==> src/rtl/mem_bus_arbiter.sv <==
// Two-master AXI4-Lite arbiter onto one memory slave port. The read and write channels each have their
// own round-robin pointer and ownership FSM. Payload and handshake paths are combinational muxes on the registered owner.
module mem_bus_arbiter (
  input  logic        clk,
  input  logic        rst,
  input  logic [31:0] m0_ARdata,  m1_ARdata,
  input  logic [31:0] m0_AWdata,  m1_AWdata,
  input  logic [31:0] m0_Wdata,   m1_Wdata,
  input  logic [2:0]  m0_ARprot,  m1_ARprot,
  input  logic [2:0]  m0_AWprot,  m1_AWprot,
  input  logic [3:0]  m0_Wstrb,   m1_Wstrb,
  input  logic        m0_ARvalid, m1_ARvalid,
  input  logic        m0_AWvalid, m1_AWvalid,
  input  logic        m0_Wvalid,  m1_Wvalid,
  input  logic        m0_RReady,  m1_RReady,
  input  logic        m0_Bready,  m1_Bready,
  output logic        m0_ARready, m1_ARready,
  output logic        m0_AWready, m1_AWready,
  output logic        m0_Wready,  m1_Wready,
  output logic        m0_Rvalid,  m1_Rvalid,
  output logic        m0_Bvalid,  m1_Bvalid,
  output logic [31:0] m0_Rdata,   m1_Rdata,
  output logic [31:0] s_ARdata,
  output logic [31:0] s_AWdata,
  output logic [31:0] s_Wdata,
  output logic [2:0]  s_ARprot,
  output logic [2:0]  s_AWprot,
  output logic [3:0]  s_Wstrb,
  output logic        s_ARvalid,
  output logic        s_AWvalid,
  output logic        s_Wvalid,
  output logic        s_RReady,
  output logic        s_Bready,
  input  logic        s_ARready,
  input  logic        s_AWready,
  input  logic        s_Wready,
  input  logic        s_Rvalid,
  input  logic        s_Bvalid,
  input  logic [31:0] s_Rdata,
  output logic [1:0]  rd_gnt,
  output logic [1:0]  wr_gnt
);
  typedef enum logic [1:0] {R_IDLE, R_ADDR, R_DATA} rd_state_t;
  typedef enum logic [1:0] {W_IDLE, W_XFER, W_RESP} wr_state_t;

  logic [1:0][31:0] ar_data, aw_data, w_data, r_data;
  logic [1:0][2:0]  ar_prot, aw_prot;
  logic [1:0][3:0]  w_strb;
  logic [1:0]       ar_valid, aw_valid, w_valid, r_ready, b_ready;
  logic [1:0]       ar_ready, aw_ready, w_ready, r_valid, b_valid;

  assign ar_data  = {m1_ARdata,  m0_ARdata};
  assign aw_data  = {m1_AWdata,  m0_AWdata};
  assign w_data   = {m1_Wdata,   m0_Wdata};
  assign ar_prot  = {m1_ARprot,  m0_ARprot};
  assign aw_prot  = {m1_AWprot,  m0_AWprot};
  assign w_strb   = {m1_Wstrb,   m0_Wstrb};
  assign ar_valid = {m1_ARvalid, m0_ARvalid};
  assign aw_valid = {m1_AWvalid, m0_AWvalid};
  assign w_valid  = {m1_Wvalid,  m0_Wvalid};
  assign r_ready  = {m1_RReady,  m0_RReady};
  assign b_ready  = {m1_Bready,  m0_Bready};

  assign {m1_ARready, m0_ARready} = ar_ready;
  assign {m1_AWready, m0_AWready} = aw_ready;
  assign {m1_Wready,  m0_Wready}  = w_ready;
  assign {m1_Rvalid,  m0_Rvalid}  = r_valid;
  assign {m1_Bvalid,  m0_Bvalid}  = b_valid;
  assign m0_Rdata = r_data[0];
  assign m1_Rdata = r_data[1];

  // ---------------- read channel ----------------
  rd_state_t rd_state, rd_state_nxt;
  logic      rd_own, rd_own_nxt, rd_ptr, rd_ptr_nxt;

  always_ff @(posedge clk) begin
    if (rst) begin
      rd_state <= R_IDLE;
      rd_own   <= 1'b0;
      rd_ptr   <= 1'b0;
    end else begin
      rd_state <= rd_state_nxt;
      rd_own   <= rd_own_nxt;
      rd_ptr   <= rd_ptr_nxt;
    end
  end

  always_comb begin
    rd_state_nxt = rd_state;
    rd_own_nxt   = rd_own;
    rd_ptr_nxt   = rd_ptr;
    s_ARdata     = '0;
    s_ARprot     = '0;
    s_ARvalid    = 1'b0;
    s_RReady     = 1'b0;
    ar_ready     = '0;
    r_valid      = '0;
    r_data       = '0;
    rd_gnt       = '0;
    unique case (rd_state)
      R_IDLE: if (|ar_valid) begin
        // the pointer breaks ties only when both masters request
        rd_own_nxt   = (&ar_valid) ? rd_ptr : ar_valid[1];
        rd_state_nxt = R_ADDR;
      end
      R_ADDR: begin
        rd_gnt[rd_own]   = 1'b1;
        s_ARdata         = ar_data[rd_own];
        s_ARprot         = ar_prot[rd_own];
        s_ARvalid        = ar_valid[rd_own];
        ar_ready[rd_own] = s_ARready;
        if (ar_valid[rd_own] && s_ARready) rd_state_nxt = R_DATA;
      end
      R_DATA: begin
        rd_gnt[rd_own]  = 1'b1;
        r_valid[rd_own] = s_Rvalid;
        r_data[rd_own]  = s_Rdata;
        s_RReady        = r_ready[rd_own];
        if (s_Rvalid && r_ready[rd_own]) begin
          rd_state_nxt = R_IDLE;
          rd_ptr_nxt   = ~rd_own;
        end
      end
      default: rd_state_nxt = R_IDLE;
    endcase
  end

  // ---------------- write channel ----------------
  wr_state_t wr_state, wr_state_nxt;
  logic      wr_own, wr_own_nxt, wr_ptr, wr_ptr_nxt;
  logic      aw_done, aw_done_nxt, w_done, w_done_nxt;
  logic      aw_hs, w_hs;
  logic [1:0] wr_req;

  assign wr_req = aw_valid | w_valid;

  always_ff @(posedge clk) begin
    if (rst) begin
      wr_state <= W_IDLE;
      wr_own   <= 1'b0;
      wr_ptr   <= 1'b0;
      aw_done  <= 1'b0;
      w_done   <= 1'b0;
    end else begin
      wr_state <= wr_state_nxt;
      wr_own   <= wr_own_nxt;
      wr_ptr   <= wr_ptr_nxt;
      aw_done  <= aw_done_nxt;
      w_done   <= w_done_nxt;
    end
  end

  always_comb begin
    wr_state_nxt = wr_state;
    wr_own_nxt   = wr_own;
    wr_ptr_nxt   = wr_ptr;
    aw_done_nxt  = aw_done;
    w_done_nxt   = w_done;
    aw_hs        = 1'b0;
    w_hs         = 1'b0;
    s_AWdata     = '0;
    s_AWprot     = '0;
    s_Wdata      = '0;
    s_Wstrb      = '0;
    s_AWvalid    = 1'b0;
    s_Wvalid     = 1'b0;
    s_Bready     = 1'b0;
    aw_ready     = '0;
    w_ready      = '0;
    b_valid      = '0;
    wr_gnt       = '0;
    unique case (wr_state)
      W_IDLE: if (|wr_req) begin
        wr_own_nxt   = (&wr_req) ? wr_ptr : wr_req[1];
        wr_state_nxt = W_XFER;
      end
      W_XFER: begin
        wr_gnt[wr_own]   = 1'b1;
        s_AWdata         = aw_data[wr_own];
        s_AWprot         = aw_prot[wr_own];
        s_Wdata          = w_data[wr_own];
        s_Wstrb          = w_strb[wr_own];
        // a channel that already handshook is masked so it cannot issue twice
        s_AWvalid        = aw_valid[wr_own] & ~aw_done;
        s_Wvalid         = w_valid[wr_own] & ~w_done;
        aw_ready[wr_own] = s_AWready & ~aw_done;
        w_ready[wr_own]  = s_Wready & ~w_done;
        aw_hs            = aw_valid[wr_own] & ~aw_done & s_AWready;
        w_hs             = w_valid[wr_own] & ~w_done & s_Wready;
        if (aw_hs) aw_done_nxt = 1'b1;
        if (w_hs)  w_done_nxt  = 1'b1;
        if ((aw_done | aw_hs) && (w_done | w_hs)) wr_state_nxt = W_RESP;
      end
      W_RESP: begin
        wr_gnt[wr_own]  = 1'b1;
        b_valid[wr_own] = s_Bvalid;
        s_Bready        = b_ready[wr_own];
        if (s_Bvalid && b_ready[wr_own]) begin
          wr_state_nxt = W_IDLE;
          wr_ptr_nxt   = ~wr_own;
          aw_done_nxt  = 1'b0;
          w_done_nxt   = 1'b0;
        end
      end
      default: wr_state_nxt = W_IDLE;
    endcase
  end
endmodule

==> config.mk <==
export PLATFORM = sky130hd
export DESIGN_NAME = mem_bus_arbiter
export DESIGN_NICKNAME = d
export VERILOG_FILES = /design/src/rtl/mem_bus_arbiter.sv
export SDC_FILE = /design/constraint.sdc
export NUM_CORES = 1
export LEC_CHECK = 0
export BUFFER_PORTS_ARGS = -buffer_cell sky130_fd_sc_hd__buf_2
export CAP_MARGIN = 20
export CORE_AREA = 2 2 173 175
export DETAILED_ROUTE_END_ITERATION = 7
export DIE_AREA = 0 0 175 177
export PLACE_DENSITY_LB_ADDON = 0.3
export RECOVER_POWER = 100
export REMOVE_ABC_BUFFERS = 1
export SKIP_LAST_GASP = 1
export SYNTH_ARGS = -nofsm -noshare
export SYNTH_HDL_FRONTEND = slang
export SYNTH_SLANG_ARGS = --single-unit
==> constraint.sdc <==
create_clock -name clk -period 1.78 [get_ports clk]
set_input_delay 0.356 -clock clk [delete_from_list [all_inputs] [get_ports clk]]
set_output_delay 0.356 -clock clk [all_outputs]
set_load 0.01 [all_outputs]
======== Word level (Yosys, flattened, before mapping) ========
Index checks and enable logic that the tools add are counted.
word-level totals
  register bits after elaboration ......... 10
  bits in latches ......................... 0
  RAM bits ................................ 0
  bits in read-only memories .............. 0
  bits of input ports ..................... 261
  logic and storage cells ................. 128
  memories kept ........................... 0
cells by class
  add/sub/neg operators ................... 0
  $mul .................................... 0
  divide/modulo/power cells ............... 0
  order comparisons ....................... 4
  eq/ne operators ......................... 12
  shift operators ......................... 0
  mux-type cells .......................... 62
  bitwise operators ....................... 19
  reductions and logical operators ........ 23
operators with widths
  cell                                                                   count
  32-bit 2-to-1 mux                                                      10
  64-bit AND                                                             1
  64-bit 2-to-1 mux                                                      1
  32-bit demux with 1-bit select                                         1
  2-bit 2-to-1 mux                                                       13
  1-bit 2-to-1 mux                                                       22
  3-bit 2-to-1 mux                                                       6
  2-bit != test, second input constant                                   8
  4-bit 2-to-1 mux                                                       3
  2-bit case mux with 3 select lines                                     2
  2-bit AND reduction                                                    6
  3-bit AND reduction                                                    4
  2-bit AND                                                              5
  2-bit OR reduction                                                     4
  1-bit AND                                                              6
  1-bit logical AND                                                      6
  2-bit by 1-bit equality test with 1-bit output, second input constant  2
  2-bit equality test, second input constant                             2
  2-bit logical NOT                                                      2
  1-bit by 2-bit < comparator with 1-bit output, second input constant   2
  1-bit inverter                                                         4
  1-bit case mux with 2 select lines                                     2
  1-bit demux with 1-bit select                                          2
  1-bit greater-or-equal comparator, second input constant               2
  other kinds (3)                                                        4

======== Logic depth before layout (Yosys ltp) ========
Gate-level depths: netlist of the first run.
  depth in word-level cells ............... 8
  mapped depth ............................ 6
  depth with buffers taken out ............ 6

======== Least setup slack after synthesis of the first run ========
No wires, ideal clock.
  kind .................................... reg-to-output
  start ................................... register rd_state[0]
  end ..................................... output port m0_Rdata[10]
  arrival time ............................ 1.398 ns
  slack ................................... 0.026 ns
  stages on the path, launching flop included .. 7
  path buffers ............................ 2
  cell sequence ........................... dfxtp_1 -> inv_1 -> ha_1 -> clkbuf_1 -> nor2b_1 -> clkbuf_1 -> and2_1
between the ends
  word-level cells in the longest chain between the ends .. 2
ends and longest elaborated chain
  what                    line  RTL
  from (decl)             73    rd_state_t rd_state, rd_state_nxt;
  from (signal assigned)  82    rd_state <= rd_state_nxt;
  2-bit equality test     100   unique case (rd_state)
  64-bit 2-to-1 mux       100
  to (decl)               22    output logic [31:0] m0_Rdata, m1_Rdata,
Every way passes these cells.

======== Final worst setup path of the first run ========
  start ................................... register rd_state[0]
  end ..................................... output port m0_Rdata[16]
Same word-level chain as after synthesis.

==> metrics.yaml, run 1 <==
status: "complete, but fails checks"
violations: "setup timing"
cp_max_fo: 8
route.met2.wl_um: 11600
dp_hpwl_um: 18100
antenna_found_initial: 8
fin_area_um2: 6250
viasPerCell: 3.68
final.setup.worst_slack_ns: -0.0450
hold_buffers: 0
wl_per_cell_um: 16.5
p_total_mw: 5.34
dp_cells: 1234
via_count: 4611
syn-cell-area_um2: 2850
die_y_um: 177
seq_area_um2: 213
crit_family: "buffers and inverters"
path_class: "register to output pin"
die_w_um: 175
grt_overflow: 0
antenna_left: 0
die_area_um2: 31000
worst_pin_slew_ns: 0.410
multi_input_area_um2: 2570
synth.largest_area_cell: "mux2i_1"
portBuffers: 449
clock_latency_ns: 0.24
cp.arrival_ns: 1.47
ys_seq_elements: 10
netlist.area_leader.share_pct: 39.3
period_needed_ns: 1.82
grt_pass1_wl_um: 28100
drc_errors: 0
drt_pass1_iterations: 4
fin_setup_tns_ns: -1.15
synthTopCellsByArea: "mux2i_1 (39%), nor2_1 (11%), nor2b_1 (9.0%)"
dr.max_layer_used: "met4"
drv_slew: 0
wl_met1_um: 7190
placed_cell_area_um2: 5690
max_stage_delay_ns: 0.33
drive_above_1_share_pct: 60.9
wl_um: 20600
slowest_stage: "dfxtp_2"
fin_cells: 1252
synth_warnings: 0
critPathLaunchType: "register"
synth.distinct_cells: 31
final_core_util_pct: 21.4
start_util_pct: 9.76
cts_sinks: 10
drt-initial-drc-count: 93
rows: 63
synth.avg_cell_area_um2: 6.93
clock_tree.buffer_depth: 2
numCtsBuffers: 3
cellLeakagePower_nw: 3.45
relSlewSlack_pct: 71.9
setup_viol: 33
cap_violations: 0
hold-worst-slack_ns: 0.422
htreeDepth: 1
post-place-ws_ns: 0.0806
vdd_drop_max_v: 0.000356
num-nets-final: 1128
areaGrowthSynthToFinish_pct: 119
route.met3.wl_um: 1570
globalplace.congestion: 0.865
core_area_um2: 29200
cts_tree: "yes"
power_density_nw_per_um2: 855
hold_viol_final: 0
rsz0062_at_grt: "yes"
cp_num_buf_inv: 4
finalCritPeriodShare_pct: 103
pin_count: 450
grt_max_degree: 50
clock-skew-final_ns: 0.000690
grt_pass1_vias: 4526
required_ns: 1.42
postSynthCellCount: 412
cp_cell_sequence: "inv_2 > ha_4 > nor2b_4 > buf_12 > clkbuf_16 > and2_4 > buf_6"
yosysSeqAreaShare_pct: 7.01
max_freq_ghz: 0.548
grt_usage_pct: 12.1
min_path_type: "input pin to register"
clk_pin_slew_worst_paths_ns: 0.04
fill_cells: 3333
clockRootBuffer: "clkbuf_16"
cp-end-kind: "output pin"
state kept, by name, indices dropped and copies added, names as in the netlist:
signal    cells
aw_done       1
rd_ptr        1
w_done        1
rd_state      2
wr_own        1
rd_own        1
wr_ptr        1
wr_state      2
synthesized netlist by cell type:
library cell / number
a211oi_1: 1
and2_1: 37
a21oi_1: 4
a32oi_1: 1
clkinv_1: 1
a31oi_1: 2
inv_1: 9
mux2_2: 2
o311a_1: 1
nand3_1: 3
nor2b_1: 41
o21ai_0: 3
nand2b_1: 1
dfxtp_1: 10
buf_1: 2
buf_2: 12
ha_1: 6
or3_1: 1
clkbuf_1: 23
and3_1: 36
nor4_1: 4
nor3_1: 2
nand2_1: 8
and4_1: 1
a21boi_0: 2
o221ai_1: 1
o21ai_1: 1
o31ai_1: 1
nor2_1: 83
mux2i_1: 112
o21a_1: 1
power breakdown:
group,internal [mW],leakage (nW),switching (mW)
logic,2.21,3.32,2.30
registers,0.296,0.0847,0.0734
clock network,0.339,0.0442,0.117
total,2.85,3.45,2.49
path summary, 6_finish.rpt:
path | startpoint | endpoint | slack (ns) | cells after the start
max | rd_state[0] | m0_Rdata[16] | -0.04 | 7
min | m1_ARvalid | rd_own | 0.42 | 3
max reg2reg | rd_own | rd_state[0] | 0.22 | 4
min reg2reg | wr_state[0] | wr_state[0] | 0.48 | 2
worst min-delay path, stage by stage:
cell and delay (ns):
buf_2 0.10, a32oi_1 0.10, nor2_1 0.07
cell families (layout without fill, tap and decap cells):
kind of cell | count (synthesis) | after routing | synth area share [%]
AO/OA/AOI/OAI | 18 | 18 | 4.12
adder cells (fa/ha/maj) | 6 | 6 | 2.63
buffers and inverters | 47 | 495 | 6.71
flip-flops | 10 | 10 | 7.01
multiplexers | 114 | 114 | 40.1
other | 0 | 2 | 0
AND/OR/NAND/NOR | 217 | 217 | 39.5
metal layers:
layer  GRT usage (%)  vias to the layer above
li1                -                     2290
met1            12.6                     2014
met2            24.9                      287
met3            2.73                       20
met4            1.39                        0
met5               0                        -
cell type report:
cell class	instances	share of cell area, %
inverter	10	0.641
antenna	2	0.0801
tap	390	7.81
clock buffer	4	1.42
multi-input combinational	355	41.1
sequential	10	3.40
timing repair buffer	481	45.6
cell usage in the layout (no fill, tap or decap), types with 3 or more instances in the layout:
cell       Yosys  layout
nor2_2         0       5
buf_4          0      16
buf_12         0      11
and2_1        37      21
dfxtp_1       10       4
clkbuf_16      0       6
buf_2         12     430
nor2_1        83      78
inv_1          9       7
nor4_1         4       3
buf_6          0      19
nand3_1        3       3
nor2b_1       41      40
and3_1        36      36
mux2i_1      112     112
a21oi_1        4       4
dfxtp_2        0       4
ha_1           6       3
nand2_1        8       8
o21ai_0        3       3
and2_4         0      16
what timing repair did:
action | in CTS | in global routing
setup endpoints to repair | 148 | 173
gates cloned | 2 | 4
setup buffers | 4 | 2
gates resized for setup | 20 | 41
pin swaps | 0 | 1
(Power assumes the default switching activity.)
==> run 2, diff against run 1 <==
==> constraint.sdc (replaced) <==
create_clock -name clk -period 1.78 [get_ports clk]
set_input_delay 0.356 -clock clk [delete_from_list [all_inputs] [get_ports clk]]
set_output_delay 0.356 -clock clk [all_outputs]
set_load 0.05 [all_outputs]
==> run 2 against run 1 <==
The run still ends with setup timing left. Non-clock buffer count rose by 26. Worst setup slack got worse by 0.062 ns. Global-route usage rose by 0.76 points. Critical path type unchanged. Critical endpoint is now m0_Rdata[14]. Highest routed layer unchanged.
==> metrics.yaml, run 2 (synthesized netlist as in run 1, its figures left out) <==
status: "complete, but fails checks"
violations: "setup timing"
drt_pass1_iterations: 4  # unchanged
wl_per_cell_um: 17.8  # +8.4%
crit_family: "simple AND/OR/NAND/NOR gates"
rows: 63  # unchanged
die_y_um: 177  # unchanged
cellLeakagePower_nw: 3.95  # +15%
power_density_nw_per_um2: 1250  # +47%
drc_errors: 0  # unchanged
dp_hpwl_um: 18200  # +0.59%
layout_common_cells: "buf_2 (260), buf_6 (78), mux2i_1 (64)"
period_needed_ns: 1.89  # +0.0617 ns
hold_end: "rd_own"
grt_usage_pct: 12.8  # +0.76 points
clock-skew-final_ns: 0.00144  # +0.000748 ns
top_regs: "rd_state (2), wr_state (2)"
num-nets-final: 1154  # +2.3%
reg2reg_to: "wr_state[1]"
relSlewSlack_pct: 75.2  # +3.3 points
cp-end-kind: "output pin"
numCtsBuffers: 3  # unchanged
hold_buffers: 0  # unchanged
die_w_um: 175  # unchanged
slowest_stage: "dfxtp_2"
final_common_cell: "buf_2"
drive_above_1_share_pct: 77.0  # +16 points
cap_violations: 0  # unchanged
viasPerCell: 3.88  # +5.3%
clock_latency_ns: 0.25  # about the same
drt-initial-drc-count: 95  # +2.2%
hold_viol_final: 0  # unchanged
rrSetupSlack_ns: 0.16  # -0.06 ns
r2r_cells: 6  # +2
worst_pin_slew_ns: 0.369  # -0.0415 ns
areaGrowthSynthToFinish_pct: 205
fin_cells: 1279  # +2.2%
final.setup.worst_slack_ns: -0.107  # -0.0617 ns
min_path_type: "input pin to register"
max_freq_ghz: 0.530  # -3.3%
cp_max_fo: 7  # -1
grt_max_degree: 37  # -26%
fin_setup_tns_ns: -6.24  # -5.10 ns
cp_cell_sequence: "inv_2 > ha_4 > nor2b_4 > buf_6 > and2_4 > buf_8"
finalCritPeriodShare_pct: 106  # +3.5 points
vdd_drop_max_v: 0.000539  # +51%
grt_overflow: 0  # unchanged
grt_pass1_wl_um: 30000  # +6.6%
r2r_start: "wr_own"
antenna_found_initial: 8  # unchanged
drv_slew: 0  # unchanged
cp.arrival_ns: 1.53  # +0.06 ns
critPathLaunchType: "register"
p_total_mw: 10.9  # +100%
max_stage_delay_ns: 0.32  # about the same
cts_sinks: 10  # unchanged
setup_viol: 110  # +230%
via_count: 4961  # +7.6%
antenna_left: 0  # unchanged
clock_tree.buffer_depth: 2  # unchanged
portBuffers: 449  # unchanged
holdPathStages: 3  # unchanged
clockRootBuffer: "clkbuf_16"
start_util_pct: 9.76  # unchanged
final_core_util_pct: 29.8  # +8.4 points
core_area_um2: 29200  # unchanged
htreeDepth: 1  # unchanged
dp_cells: 1242  # +0.65%
post-place-ws_ns: 0.0225  # -0.0581 ns
pin_count: 450  # unchanged
cts_tree: "yes"
grt_pass1_vias: 4908  # +8.4%
fill_cells: 3075  # -7.7%
hp-start: "m1_ARvalid"
die_area_um2: 31000  # unchanged
required_ns: 1.42  # about the same
rsz0062_at_grt: "yes"
clk_pin_slew_worst_paths_ns: 0.04  # about the same
cp_num_buf_inv: 3  # -1
path_class: "register to output pin"
globalplace.congestion: 0.889  # +2.8%
wl_um: 22800  # +11%
[run 2: changes by cell type in the layout (fill, tap and decap cells not counted), sizes merged]
cell	change
clkbuf	+36
bufbuf	-2
diode	+1
buf	-8
[run 2: worst max-delay path by stage]
stage	endpoint	slack (ns)	cells past startpoint	from
6_report	m0_Rdata[14]	-0.11	6	rd_state[0]
5_1_grt	s_ARdata[26]	-0.15	5	rd_state[1]
4_1_cts	s_AWdata[15]	-0.08	7	wr_state[1]
3_5_place_dp	m0_AWready	0.02	7	wr_state[1]
3_3_place_gp	m0_AWready	0.007	7	wr_state[1]
2_1_floorplan	s_AWvalid	-2.84	2	wr_own
[run 2: final cells by class]
| type | count | area (um^2) | area share, % |
|---|---|---|---|
| Multi-Input combinational cell | 355 | 3440 | 39.5 |
| Timing Repair Buffer | 507 | 4430 | 50.9 |
| Sequential cell | 10 | 211 | 2.43 |
| Inverter | 10 | 45.0 | 0.517 |
| Antenna cell | 3 | 7.51 | 0.0862 |
| Tap cell | 390 | 488 | 5.61 |
| Clock buffer | 4 | 88.8 | 1.02 |
[run 2: power by group]
| group | internal [mW] | switching (mW) | leakage (nW) | total (mW) |
|---|---|---|---|---|
| clock network | 0.341 | 0.134 | 0.0442 | 0.475 |
| logic | 4.30 | 5.76 | 3.83 | 10.1 |
| registers | 0.294 | 0.0772 | 0.0843 | 0.371 |
| total | 4.93 | 5.97 | 3.95 | 10.9 |
[run 2: stage by stage]
step / hold slack, ns / cell area (um^2)
finish: 0.433 / 8700
global route: 0.444 / 8700
CTS: 0.429 / 7650
detailed placement: 0.483 / 6070
global placement: 0.468 / 6070
floorplan: 0.425 / 2700
[run 2: repair_timing]
item | 4_1_cts | 5_1_grt
cloned | 6 | 8
endpoints found under the setup margin | 188 | 184
resized for setup | 398 | 213
buffers inserted | 12 | 4
pin swaps | 48 | 14
[run 2: per-layer routing]
layer	wire length [um]	global-route usage [%]	vias up	share of wire (%)
met5	0	0	-	0
met4	252	1.67	0	1.1
met3	1510	2.60	22	6.6
met2	13300	27.4	302	58
met1	7770	12.7	2278	34
li1	-	-	2359	-
[run 2: worst min-delay path: stages]
cell and delay [ns]:
buf_2 0.11, a32oi_1 0.10, nor2_1 0.07
==> run 3, diff against run 2 <==
--- a/config.mk
+++ b/config.mk
@@ -7,9 +7,10 @@
 export LEC_CHECK = 0
 export BUFFER_PORTS_ARGS = -buffer_cell sky130_fd_sc_hd__buf_2
 export CAP_MARGIN = 20
-export CORE_AREA = 2 2 173 175
+export CORE_AREA = 2 2 175 177
 export DETAILED_ROUTE_END_ITERATION = 7
-export DIE_AREA = 0 0 175 177
+export DIE_AREA = 0 0 177 179
+export MAX_ROUTING_LAYER = met4
 export PLACE_DENSITY_LB_ADDON = 0.3
 export RECOVER_POWER = 100
 export REMOVE_ABC_BUFFERS = 1
==> constraint.sdc (replaced) <==
create_clock -name clk -period 1.9 [get_ports clk]
set_input_delay 0.38 -clock clk [delete_from_list [all_inputs] [get_ports clk]]
set_output_delay 0.38 -clock clk [all_outputs]
set_load 0.05 [all_outputs]
==> run 3 against run 2 <==
First-iteration DRC count shrank 6.3%. Critical endpoint is now m0_Rdata[23]. Utilization is 6.4 points lower. The run still ends with setup timing left. Flip-flop and latch count is the same. Largest cell class unchanged.
==> metrics.yaml, run 3 (synthesized netlist as in run 1, its figures left out) <==
drt-initial-drc-count: 89  # -6.3%
clock_tree.buffer_depth: 2  # unchanged
fill_cells: 3331  # +8.3%
htreeDepth: 1  # unchanged
grt_overflow: 0  # unchanged
diodes: 0  # -3
drv_slew: 0  # unchanged
power_switching_mw: 4.89  # -18%
status: "complete, but fails checks"
power.share.clock_pct: 5.2  # +0.8 points
num-nets-final: 1137  # -1.5%
cp.arrival_ns: 1.55  # +0.02 ns
vdd_drop_max_v: 0.000455  # -16%
rsz0062_at_grt: "yes"
final.setup.worst_slack_ns: -0.0343  # +0.0723 ns
max_stage_delay_ns: 0.35  # +0.03 ns
cellLeakagePower_nw: 3.57  # -9.6%
grt_pass1_vias: 4202  # -14%
areaGrowthSynthToFinish_pct: 146
cp-end-kind: "output pin"
start_util_pct: 9.50  # -0.25 points
placed_cell_area_um2: 5850  # -3.6%
globalplace.congestion: 0.816  # -8.2%
final_core_util_pct: 23.4  # -6.4 points
power.internal_mw: 3.38  # -32%
die_w_um: 177  # +1.1%
wl_um: 20200  # -12%
clockRootBuffer: "clkbuf_16"
cp_cell_sequence: "inv_2 > ha_4 > nor2b_4 > buf_12 > clkbuf_16 > and2_1 > buf_6"
final_common_cell: "buf_2"
r2r_cells: 6  # unchanged
core_area_um2: 30000  # +2.7%
die_area_um2: 31700  # +2.3%
power_density_nw_per_um2: 1180  # -6.1%
antenna_left: 0  # unchanged
cts_sinks: 10  # unchanged
drt_pass1_iterations: 4  # unchanged
min_path_type: "input pin to register"
hold-worst-slack_ns: 0.456  # +0.0229 ns
hold_viol_final: 0  # unchanged
die_y_um: 179  # +1.1%
clock-skew-final_ns: 0.000784  # -0.000654 ns
rrSetupSlack_ns: 0.26  # +0.10 ns
top_regs: "rd_state (2), wr_state (2)"
period_needed_ns: 1.93
hold_end: "wr_own"
setup_viol: 22  # -80%
hp-start: "rst"
cts_tree: "yes"
slowest_stage: "dfxtp_2"
via_count: 4749  # -4.3%
viasPerCell: 3.75  # -3.2%
relSlewSlack_pct: 70.3  # -4.9 points
antenna_found_initial: 5  # -3
portBuffers: 449  # unchanged
fin_area_um2: 7030  # -19%
fin_setup_tns_ns: -0.546  # +5.70 ns
seq_power_share_pct: 4.4  # +1.0 points
worst_pin_slew_ns: 0.433  # +0.0649 ns
wl_per_cell_um: 15.9  # -11%
layout_common_cells: "buf_2 (316), mux2i_1 (107), nor2_1 (62)"
drc_errors: 0  # unchanged
finalCritPeriodShare_pct: 102
holdPathStages: 2  # -1
swShare_pct: 59.2  # +4.4 points
required_ns: 1.52  # +0.10 ns
violations: "setup timing"
hold_buffers: 0  # unchanged
grt_pass1_wl_um: 25300  # -16%
cap_violations: 0  # unchanged
max_freq_ghz: 0.517
clk_pin_slew_worst_paths_ns: 0.05  # about the same
r2r_start: "rd_state[1]"
path_class: "register to output pin"
reg2reg_to: "rd_state[1]"
dp_hpwl_um: 16800  # -7.5%
clock_latency_ns: 0.24  # about the same
grt_usage_pct: 10.9  # -1.9 points
drive_above_1_share_pct: 65.7  # -11 points
power_frac_comb_pct: 90.3  # -1.9 points
numCtsBuffers: 3  # unchanged
rows: 64  # +1.6%
cp_max_fo: 5  # -2
critPathLaunchType: "register"
grt_max_degree: 38  # +2.7%
pin_count: 450  # unchanged
run 3: cell count changes in the layout (fill, tap and decap cells not counted), sizes merged:
cell and delta:
buf -13, clkbuf -4, diode -3
run 3: layout make-up:
| type | instances | area (um^2) | area share [%] |
|---|---|---|---|
| repair buffers | 490 | 3500 | 49.8 |
| well taps | 396 | 495 | 7.05 |
| clock buffers | 4 | 88.8 | 1.26 |
| flip-flops and latches | 10 | 211 | 3.01 |
| inverters | 10 | 40.0 | 0.570 |
| multi-input cells | 355 | 2690 | 38.3 |
run 3: how the worst max path moves through the flow:
stage	from	endpoint	slack (ns)	cells after the start
6_report	rd_state[0]	m0_Rdata[23]	-0.03	7
5_1_grt	rd_state[1]	m0_Rdata[23]	-0.11	6
4_1_cts	wr_state[1]	m0_Wready	-0.06	7
3_5_place_dp	wr_own	s_Wdata[23]	0.11	4
3_3_place_gp	wr_own	s_Wdata[23]	0.13	4
2_1_floorplan	wr_own	s_AWvalid	-2.75	2
run 3: repair_timing:
action | CTS | global route
cloned | 0 | 6
endpoints found under the setup margin | 176 | 148
pin swaps | 0 | 8
buffers inserted | 6 | 7
resized for setup | 117 | 203
run 3: power by group through the flow:
stage,Sequential (mW),Clock (mW),Combinational (mW)
after floorplan,0.485,0,4.28
after global placement,0.351,0,6.29
after detailed placement,0.352,0,6.32
after CTS,0.348,0.447,6.74
after global routing,0.376,0.459,7.86
final,0.366,0.433,7.47
run 3: worst max-delay path, delay by kind of cell (launching register included):
kind	cells	cell delay, ns
buffers and inverters	4	0.50
adder cells (fa/ha/maj)	1	0.16
AND/OR/NAND/NOR	2	0.30
flip-flops	1	0.35
run 3: through the flow:
stage | worst slack [ns] | instances | power [mW]
2_1_floorplan | -2.75 | 375 | 4.76
3_3_place_gp | 0.131 | 1244 | 6.64
3_5_place_dp | 0.111 | 1244 | 6.67
4_1_cts | -0.0645 | 1254 | 7.53
5_1_grt | -0.108 | 1265 | 8.69
6_report | -0.0343 | 1265 | 8.26
run 3: per-layer routing:
layer,vias up,track usage [%],part of all wire [%]
met5,-,-,0
met2,296,20.8,54
met3,20,1.93,7.5
met4,0,0.723,1.1
li1,2315,-,-
met1,2118,12.4,37
